### config.mk
export PLATFORM = sky130hd
export DESIGN_NAME = xbar_rr_switch
export DESIGN_NICKNAME = d
export VERILOG_FILES = /design/src/rtl/xbar_rr_switch_pkg.sv /design/src/rtl/xbar_rr_switch_arb.sv /design/src/rtl/xbar_rr_switch.sv
export SDC_FILE = /design/constraint.sdc
export NUM_CORES = 1
export LEC_CHECK = 0
export CAP_MARGIN = 10
export CORE_ASPECT_RATIO = 0.7
export CORE_MARGIN = 1.5
export CORE_UTILIZATION = 30
export CTS_BUF_LIST = sky130_fd_sc_hd__clkbuf_8
export CTS_CLUSTER_DIAMETER = 120
export DETAILED_ROUTE_END_ITERATION = 10
export HOLD_SLACK_MARGIN = 0.15
export SYNTH_ARGS = -nofsm -noshare
export SYNTH_HDL_FRONTEND = slang
export SYNTH_SLANG_ARGS = --single-unit
### constraint.sdc
create_clock -name clk -period 3.6 [get_ports clk]
set_input_delay 0.72 -clock clk [delete_from_list [all_inputs] [get_ports clk]]
set_output_delay 0.72 -clock clk [all_outputs]
set_load 0.02 [all_outputs]
### src/rtl/xbar_rr_switch_pkg.sv
// Shared definitions for the round-robin crossbar: default sizes, tag field
// positions inside an output beat, and small index helpers.
package xbar_rr_switch_pkg;

  localparam int unsigned XB_N_PORTS_DEF = 4;
  localparam int unsigned XB_DATA_W_DEF  = 8;

  // Width of a port index (source tag / destination), at least one bit.
  function automatic int unsigned xb_id_w(input int unsigned n);
    return (n < 2) ? 1 : $clog2(n);
  endfunction

  // Output beat layout is {src_id, data}: the tag sits just above the payload.
  function automatic int unsigned xb_tag_msb(input int unsigned id_w, input int unsigned data_w);
    return id_w + data_w - 1;
  endfunction

  function automatic int unsigned xb_tag_lsb(input int unsigned data_w);
    return data_w;
  endfunction

  // Increment modulo n.
  function automatic int unsigned xb_wrap_inc(input int unsigned v, input int unsigned n);
    return (v + 1 >= n) ? 0 : v + 1;
  endfunction

endpackage

### src/rtl/xbar_rr_switch_arb.sv
// Round-robin arbiter for one crossbar output: rotating search from the
// pointer, grant only while enabled, pointer moves past the winner.
module xbar_rr_arb
  import xbar_rr_switch_pkg::*;
#(
  parameter int unsigned N_REQ = XB_N_PORTS_DEF,
  parameter int unsigned IDX_W = xb_id_w(N_REQ)
) (
  input  logic             clk,
  input  logic             rst,
  input  logic [N_REQ-1:0] req,
  input  logic             en,
  output logic [N_REQ-1:0] gnt,
  output logic [IDX_W-1:0] gnt_idx
);

  logic [IDX_W-1:0] ptr_q, ptr_d;
  logic             hit;
  int unsigned      idx;

  // First requester at or after the pointer, wrapping around.
  always_comb begin
    hit     = 1'b0;
    gnt_idx = '0;
    idx     = 0;
    for (int unsigned k = 0; k < N_REQ; k++) begin
      idx = 32'(ptr_q) + k;
      if (idx >= N_REQ) idx = idx - N_REQ;
      if (!hit && req[IDX_W'(idx)]) begin
        hit     = 1'b1;
        gnt_idx = IDX_W'(idx);
      end
    end
    gnt   = '0;
    ptr_d = ptr_q;
    if (en && hit) begin
      gnt[gnt_idx] = 1'b1;
      ptr_d        = IDX_W'(xb_wrap_inc(32'(gnt_idx), N_REQ));
    end
  end

  always_ff @(posedge clk or posedge rst) begin
    if (rst) ptr_q <= '0;
    else     ptr_q <= ptr_d;
  end

endmodule

### src/rtl/xbar_rr_switch.sv
// N x N registered crossbar: each output has its own round-robin arbiter and
// a one-beat output register; beats leave tagged as {src_id, data}.
module xbar_rr_switch
  import xbar_rr_switch_pkg::*;
#(
  parameter int unsigned N_PORTS = XB_N_PORTS_DEF,
  parameter int unsigned DATA_W  = XB_DATA_W_DEF,
  parameter int unsigned ID_W    = xb_id_w(N_PORTS)
) (
  input  logic                             clk,
  input  logic                             rst,
  input  logic [N_PORTS*DATA_W-1:0]        in_data,
  input  logic [N_PORTS*ID_W-1:0]          in_dest,
  input  logic [N_PORTS-1:0]               in_valid,
  output logic [N_PORTS-1:0]               in_ready,
  output logic [N_PORTS*(ID_W+DATA_W)-1:0] out_data,
  output logic [N_PORTS-1:0]               out_valid,
  input  logic [N_PORTS-1:0]               out_ready,
  output logic                             err_drop
);

  localparam int unsigned OUT_W   = ID_W + DATA_W;
  localparam int unsigned TAG_MSB = xb_tag_msb(ID_W, DATA_W);
  localparam int unsigned TAG_LSB = xb_tag_lsb(DATA_W);

  logic [N_PORTS-1:0][DATA_W-1:0]  in_data_a;
  logic [N_PORTS-1:0][ID_W-1:0]    in_dest_a;
  logic [N_PORTS-1:0][N_PORTS-1:0] req;      // [output][input]
  logic [N_PORTS-1:0][N_PORTS-1:0] gnt;      // [output][input]
  logic [N_PORTS-1:0][ID_W-1:0]    gnt_idx;
  logic [N_PORTS-1:0]              load;
  logic [N_PORTS-1:0]              bad;
  logic [N_PORTS-1:0][OUT_W-1:0]   out_data_q, out_data_d;
  logic [N_PORTS-1:0]              out_valid_q, out_valid_d;
  logic                            err_drop_q, err_drop_d;

  assign in_data_a = in_data;
  assign in_dest_a = in_dest;
  assign load      = ~out_valid_q | out_ready;

  // Transpose input requests into per-output request vectors; flag out-of-range destinations.
  always_comb begin
    req = '0;
    bad = '0;
    for (int unsigned i = 0; i < N_PORTS; i++) begin
      bad[i] = in_valid[i] && (32'(in_dest_a[i]) >= N_PORTS);
      for (int unsigned d = 0; d < N_PORTS; d++) begin
        req[d][i] = in_valid[i] && (in_dest_a[i] == ID_W'(d));
      end
    end
  end

  for (genvar g = 0; g < N_PORTS; g++) begin : g_arb
    xbar_rr_arb #(
      .N_REQ (N_PORTS),
      .IDX_W (ID_W)
    ) u_arb (
      .clk     (clk),
      .rst     (rst),
      .req     (req[g]),
      .en      (load[g]),
      .gnt     (gnt[g]),
      .gnt_idx (gnt_idx[g])
    );
  end

  // Combinational ready: granted by some output, or swallowed as a bad destination.
  always_comb begin
    in_ready = '0;
    if (!rst) begin
      for (int unsigned i = 0; i < N_PORTS; i++) begin
        in_ready[i] = bad[i];
        for (int unsigned d = 0; d < N_PORTS; d++) begin
          in_ready[i] = in_ready[i] | gnt[d][i];
        end
      end
    end
  end

  always_comb begin
    out_valid_d = out_valid_q;
    out_data_d  = out_data_q;
    err_drop_d  = |bad;
    for (int unsigned d = 0; d < N_PORTS; d++) begin
      if (|gnt[d]) begin
        out_valid_d[d]                   = 1'b1;
        out_data_d[d][TAG_MSB:TAG_LSB]   = gnt_idx[d];
        out_data_d[d][DATA_W-1:0]        = in_data_a[gnt_idx[d]];
      end else if (out_ready[d]) begin
        out_valid_d[d] = 1'b0;
      end
    end
  end

  always_ff @(posedge clk or posedge rst) begin
    if (rst) begin
      out_valid_q <= '0;
      out_data_q  <= '0;
      err_drop_q  <= 1'b0;
    end else begin
      out_valid_q <= out_valid_d;
      out_data_q  <= out_data_d;
      err_drop_q  <= err_drop_d;
    end
  end

  assign out_valid = out_valid_q;
  assign out_data  = out_data_q;
  assign err_drop  = err_drop_q;

endmodule

Yosys cells after proc, flatten, opt, wreduce, memory -nomap -nowiden. Index checks and enable logic that the tools add are counted.

Output and inout port bits: 49. Register bits after elaboration: 52. Word-level logic and storage cells: 287.

Equal/unequal tests: 12. Bitwise logic cells: 14. Add/sub/neg operators: 32. Multiplexer cells: 113. Reduce and logical (&&, ||, !) cells: 60. Magnitude comparators: 44.

Operators by type and width (number): 2-bit 2-to-1 mux (36); 8-bit binary-select mux with 2-bit select (4); 2-bit by 3-bit < comparator with 1-bit output (second input constant) (20); 3-bit greater-or-equal comparator (second input constant) (16); 1-bit 2-to-1 mux (44); 1-bit logical AND (36); 1-bit binary-select mux with 2-bit select (16); 8-bit 2-to-1 mux (4); 2-bit by 1-bit subtractor with 2-bit output (second input constant) (16); 2-bit by 1-bit adder with 3-bit output (second input constant) (8); 2-bit by 2-bit adder with 3-bit output (second input constant) (8); 4-bit 2-to-1 mux (5); 2-bit == test (second input constant) (8); 4-bit OR reduction (4); 2-bit by 3-bit greater-or-equal comparator with 1-bit output (second input constant) (4); 1-bit logical NOT (12); 1-bit bitwise OR (12); 1-bit demux with 2-bit select (4); 2-bit by 1-bit == test with 1-bit output (second input constant) (4); 2-bit by 1-bit greater-or-equal comparator with 1-bit output (second input constant) (4); 2-bit logical NOT (4); 2-bit nonzero test (4); 4-bit inverter (1); 4-bit bitwise OR (1).

Depth between registers and ports, before layout.
Depth after elaboration: 23. Depth in mapped cells: 14.

Hierarchy. A second synthesis with hierarchy kept.

Cells, all modules: 289. Area total of the unflattened synthesis: 3634.7 um^2.

Modules (own cells, without submodules): xbar_rr_switch (cells an instance 171, instances 1, area each 2625.0 um^2); xbar_rr_arb (g_arb[0].u_arb ...) (cells an instance 30, instances 3, area each 252.7 um^2); xbar_rr_arb (g_arb[3].u_arb) (cells an instance 28, instances 1, area each 251.5 um^2).

Worst setup path before layout. No wires, ideal clock.

Path kind: input to output. From: input in_dest[0]. To: output in_ready[0]. Arrival: 2.652 ns. Setup slack: 0.228 ns. Data required time: 2.880 ns. Stages on the path: 10. Path through: buf_6 nand3b_1 mux2_2 o211a_1 buf_2 buf_4 inv_1 ha_1 a22oi_1 a31oi_1.

Elaborated cells between the ends (all ways): 128.

RTL lines: start: declaration (line xbar_rr_switch.sv:13) `input logic [N_PORTS*ID_W-1:0] in_dest,`; 2-bit == test * (line xbar_rr_switch.sv:48) `req[d][i] = in_valid[i] && (in_dest_a[i] == ID_W'(d));`; 1-bit logical AND * (line xbar_rr_switch.sv:48); 1-bit binary-select mux with 2-bit select (line xbar_rr_switch_arb.sv:29) `if (!hit && req[IDX_W'(idx)]) begin`; 1-bit 2-to-1 mux (implied by the code) (line xbar_rr_switch_arb.sv:29); 1-bit 2-to-1 mux (line xbar_rr_switch_arb.sv:29); 1-bit logical NOT (line xbar_rr_switch_arb.sv:29); 1-bit logical AND (line xbar_rr_switch_arb.sv:29); 1-bit 2-to-1 mux (line xbar_rr_switch_arb.sv:29); [6 not listed]; named net g_arb[2].u_arb.gnt_idx[0] (line xbar_rr_switch_arb.sv:14) `output logic [IDX_W-1:0] gnt_idx`; 2-bit by 3-bit < comparator with 1-bit output (implied by the code) or 2-bit by 1-bit greater-or-equal comparator with 1-bit output (tied branches) (line xbar_rr_switch_arb.sv:37) `gnt[gnt_idx] = 1'b1;`; 1-bit logical AND (implied by the code) (line xbar_rr_switch_arb.sv:37); 1-bit 2-to-1 mux (implied by the code) (line xbar_rr_switch_arb.sv:37); 1-bit demux with 2-bit select *; 4-bit 2-to-1 mux * (line xbar_rr_switch_arb.sv:36) `if (en && hit) begin`; 1-bit bitwise OR * (2 in series) (line xbar_rr_switch.sv:74) `in_ready[i] = in_ready[i] | gnt[d][i];`; 4-bit 2-to-1 mux * (line xbar_rr_switch.sv:70) `if (!rst) begin`; end: declaration (line xbar_rr_switch.sv:15) `output logic [N_PORTS-1:0] in_ready,`.

Mark *: on every way through the listed nets, which the timed path passes. The rest lies on a longest branch. The select of a mux whose other input is x is not followed.

Worst setup path in the final report.
From: input in_dest[3]. To: output in_ready[2].

Word-level cells in the longest chain between the ends: 23. Elaborated cells between the ends (all ways): 128.

Ends and longest elaborated chain (line): 2-bit by 1-bit == test with 1-bit output or 2-bit logical NOT (tied branches) (xbar_rr_switch.sv:48); 1-bit logical AND (xbar_rr_switch.sv:48); 1-bit binary-select mux with 2-bit select (xbar_rr_switch_arb.sv:29); 1-bit 2-to-1 mux (implied by the code) (xbar_rr_switch_arb.sv:29); 1-bit 2-to-1 mux (xbar_rr_switch_arb.sv:29); 1-bit logical NOT (xbar_rr_switch_arb.sv:29); 1-bit logical AND (xbar_rr_switch_arb.sv:29); 1-bit 2-to-1 mux (xbar_rr_switch_arb.sv:29); [6 not listed]; 2-bit by 3-bit < comparator with 1-bit output (implied by the code) or 2-bit by 1-bit greater-or-equal comparator with 1-bit output (tied branches) (xbar_rr_switch_arb.sv:37); 1-bit logical AND (implied by the code) (xbar_rr_switch_arb.sv:37); 1-bit 2-to-1 mux (implied by the code) (xbar_rr_switch_arb.sv:37); 1-bit demux with 2-bit select; 4-bit 2-to-1 mux (xbar_rr_switch_arb.sv:36); 1-bit bitwise OR (2 in series) (xbar_rr_switch.sv:74); 1-bit bitwise OR * (xbar_rr_switch.sv:74); 4-bit 2-to-1 mux * (xbar_rr_switch.sv:70).

Every way passes the cells marked *; elsewhere a longest branch is shown, timed or not. The select of a mux whose other input is x is not followed.

==> metrics.csv <==
metric,value,unit
status,completed,
setup_viol,0,
tritoncts,yes,
ys_ff_latch,52,
port_buffers,97,
ant_nets,0,
worst_ep_required_time,2.88,ns
worst_slew_pin_slew,0.5971,ns
cts-root-buf,clkbuf_8,
clockBufferDepth,2,
yosysTopAreaCellShare,35.02,%
timing.critical_path.from,in_dest[3],
synth-async-reset-ratio,100.0,%
whs,0.4952,ns
grt_pass1_wl,19290,um
ir_drop,0.2357,mV
timing.final.crit_share,95.94,%
grt_antenna_before_repair,0,
setup-tns-final,0,ns
synthFlopType,dfrtp_1,
num_vias,3498,
clk_pin_slew,0.10,ns
rsz0062_at_grt,no,
synth_cell_types,65,
rows,33,
dpl.hpwl,9918,um
drt-initial-drc-count,224,
cp_slowest_stage_delay,0.33,ns
ys_seq_area_share,35.02,%
avgSynthCellArea,10.27,um^2
period_minus_slack,3.454,ns
crit_arrival,2.73,ns
vias_per_cell,5.092,
max_slew_margin,59.67,%
yosysWarnings,0,
grt_pass1_vias,3452,
drc_errors,0,
synth_area_leaders,"dfrtp_1 (35%), mux2i_1 (14%), nand2_1 (4.3%)",
grt_usage,19.59,%
maxCapViolCount,0,
worst_skew_pair.late_latency,0.31,ns
syn_area,3716,um^2
yosysMostFrequentCell,mux2i_1,
hold_start,out_data[38]$_DFFE_PP0P_,
dr.pass1.iters,4,
syn_nets,422,
diodes,0,
postCtsHoldBufs,0,
end_kind,output port,
finClkSkew,0.01502,ns
hold_viol_final,0,
cpLargestDelayFamily,buffers and inverters,
cts-buffers-inserted,5,
syn_inst,362,
totalWireLength,12580,um
syn_to_final_growth,48.96,%
core-area,11890,um^2
worst-setup-path-type,input port to output port,
finalWeightedCongestion,0.8776,
htreeDepth,2,
crit_slowest_cell,a211o_1,
grt_max_degree,26,
holdCritPathClass,flop to flop,
final_nets,590,
layout-drive-gt1-share,27.36,%
die_h,96.12,um
cp_max_fo,4,
leakagePower,2.482,nW
fillers,1115,
start_kind,input port,
die_x,136.0,um
yosys.area.top_type,dfrtp_1,
start_util,31.25,%
reg2reg_from,g_arb[2].u_arb.ptr_q[1]$_DFFE_PP0P_,
powerDensity,456.2,nW/um^2
die_area,13070,um^2
grt-ovfl-total,0,
drv_slew,0,
detail_route.wl_per_cell,18.31,um
synthTopCellsByCount,"mux2i_1 (53), dfrtp_1 (52), nand2_1 (43)",
max_freq,0.2895,GHz
crit_buf_inv,4,
io_pins,99,
cts_sinks,52,
critical_path.cell_chain,dlygate4sd2_1 > buf_6 > nand3b_1 > buf_4 > a211o_1 > and2_4 > a222oi_1 > a21oi_1 > buf_4,
synth_edf_count,0,
cp_common_cell,buf_4,
[state kept, by name (all words and copies together), names as in the netlist]
register	flops
out_valid	4
g_arb.u_arb.ptr_q	8
out_data	40
[path summary, 6_finish.rpt]
path	slack [ns]	depth (start not counted)	end
max in group asynchronous	2.06	3	out_valid[3]$_DFFE_PP0P_
min in group asynchronous	0.91	2	out_data[37]$_DFFE_PP0P_
max	0.15	9	in_ready[2]
min	0.50	2	out_data[38]$_DFFE_PP0P_
max reg2reg	0.89	10	out_data[20]$_DFFE_PP0P_
min reg2reg	0.50	2	out_data[38]$_DFFE_PP0P_
[final cells by class]
| cell class | instances | area (um^2) | share of cell area, % |
|---|---|---|---|
| Tap cell | 157 | 196.4 | 3.549 |
| Clock inverter | 2 | 8.758 | 0.1582 |
| Inverter | 13 | 51.30 | 0.9268 |
| Clock buffer | 5 | 68.82 | 1.243 |
| Multi-Input combinational cell | 279 | 2295 | 41.46 |
| Sequential cell | 52 | 1301 | 23.51 |
| Timing Repair Buffer | 179 | 1614 | 29.16 |
[power breakdown]
| group | leakage, nW | switching (W) | internal, W |
|---|---|---|---|
| Sequential | 0.614 | 0.000143 | 0.000767 |
| Combinational | 1.82 | 0.000631 | 0.000660 |
| Clock | 0.0452 | 0.000194 | 0.000130 |
| Total | 2.48 | 0.000969 | 0.00156 |
[cells in the final DEF, fill, tap and decap left out, drive strengths merged, types with 4 or more instances in the layout]
master         netlist  routed
nand2               43      43
mux2i               53      53
mux2                22      22
o21a                 6       6
dlygate4sd2          0       4
dfrtp               52      52
a21oi               22      22
o31a                 4       4
clkdlybuf4s50        0      81
ha                  10      10
dlymetal6s2s         0       8
nand3                9       9
o221ai               8       8
a32oi                5       5
clkbuf               1       5
nor2                 6       6
nor2b                9       9
nand3b               7       7
o22ai                9       9
buf                 17      86
nand2b               6       6
o21ai               10      10
inv                 13      14
[layer usage]
layer	track usage, %	wire length (um)	up-vias	share of wire (%)
li1	-	-	1682	-
met1	30.88	6659	1686	53
met2	27.48	5131	115	41
met3	3.160	614	15	4.9
met4	4.167	175	0	1.4
met5	0	0	-	0
[kinds of logic (layout without fill, tap and decap cells)]
| group | after synthesis | after routing | share of synthesized area, % |
|---|---|---|---|
| buf+inv | 31 | 199 | 5.286 |
| other cells | 1 | 1 | 0.1009 |
| mux | 75 | 75 | 21.04 |
| simple gates | 100 | 100 | 15.45 |
| compound gates | 93 | 93 | 19.73 |
| flops | 52 | 52 | 35.02 |
| fa+ha+maj | 10 | 10 | 3.367 |
[metrics by stage]
step,total power [W],cells,util [%],worst slack [ns],area [um^2]
after CTS,0.002526,682,45.57,0.004274,5419
after floorplan,0.001543,362,-,0.2283,3716
after global routing,0.002683,687,46.55,0.04573,5535
final,0.002525,687,46.55,0.1463,5535
after global placement,0.002174,673,44.80,-0.4550,5328
after detailed placement,0.002190,673,44.80,-0.4835,5328
[what timing repair did]
action / 4_1_cts / 5_1_grt
gates resized for setup: 27 / 26
endpoints found under the hold margin: 0 / 0
endpoints found under the setup margin: 4 / 4
pin swaps: 8 / 14
setup buffers: 2 / 5
[worst min-delay path: cells and delay by family, from the launching register on]
| kind | cells | cell delay, ns |
|---|---|---|
| DFF | 1 | 0.37 |
| and+or+nand+nor | 2 | 0.10 |
Power figures use the tool's default switching activity.
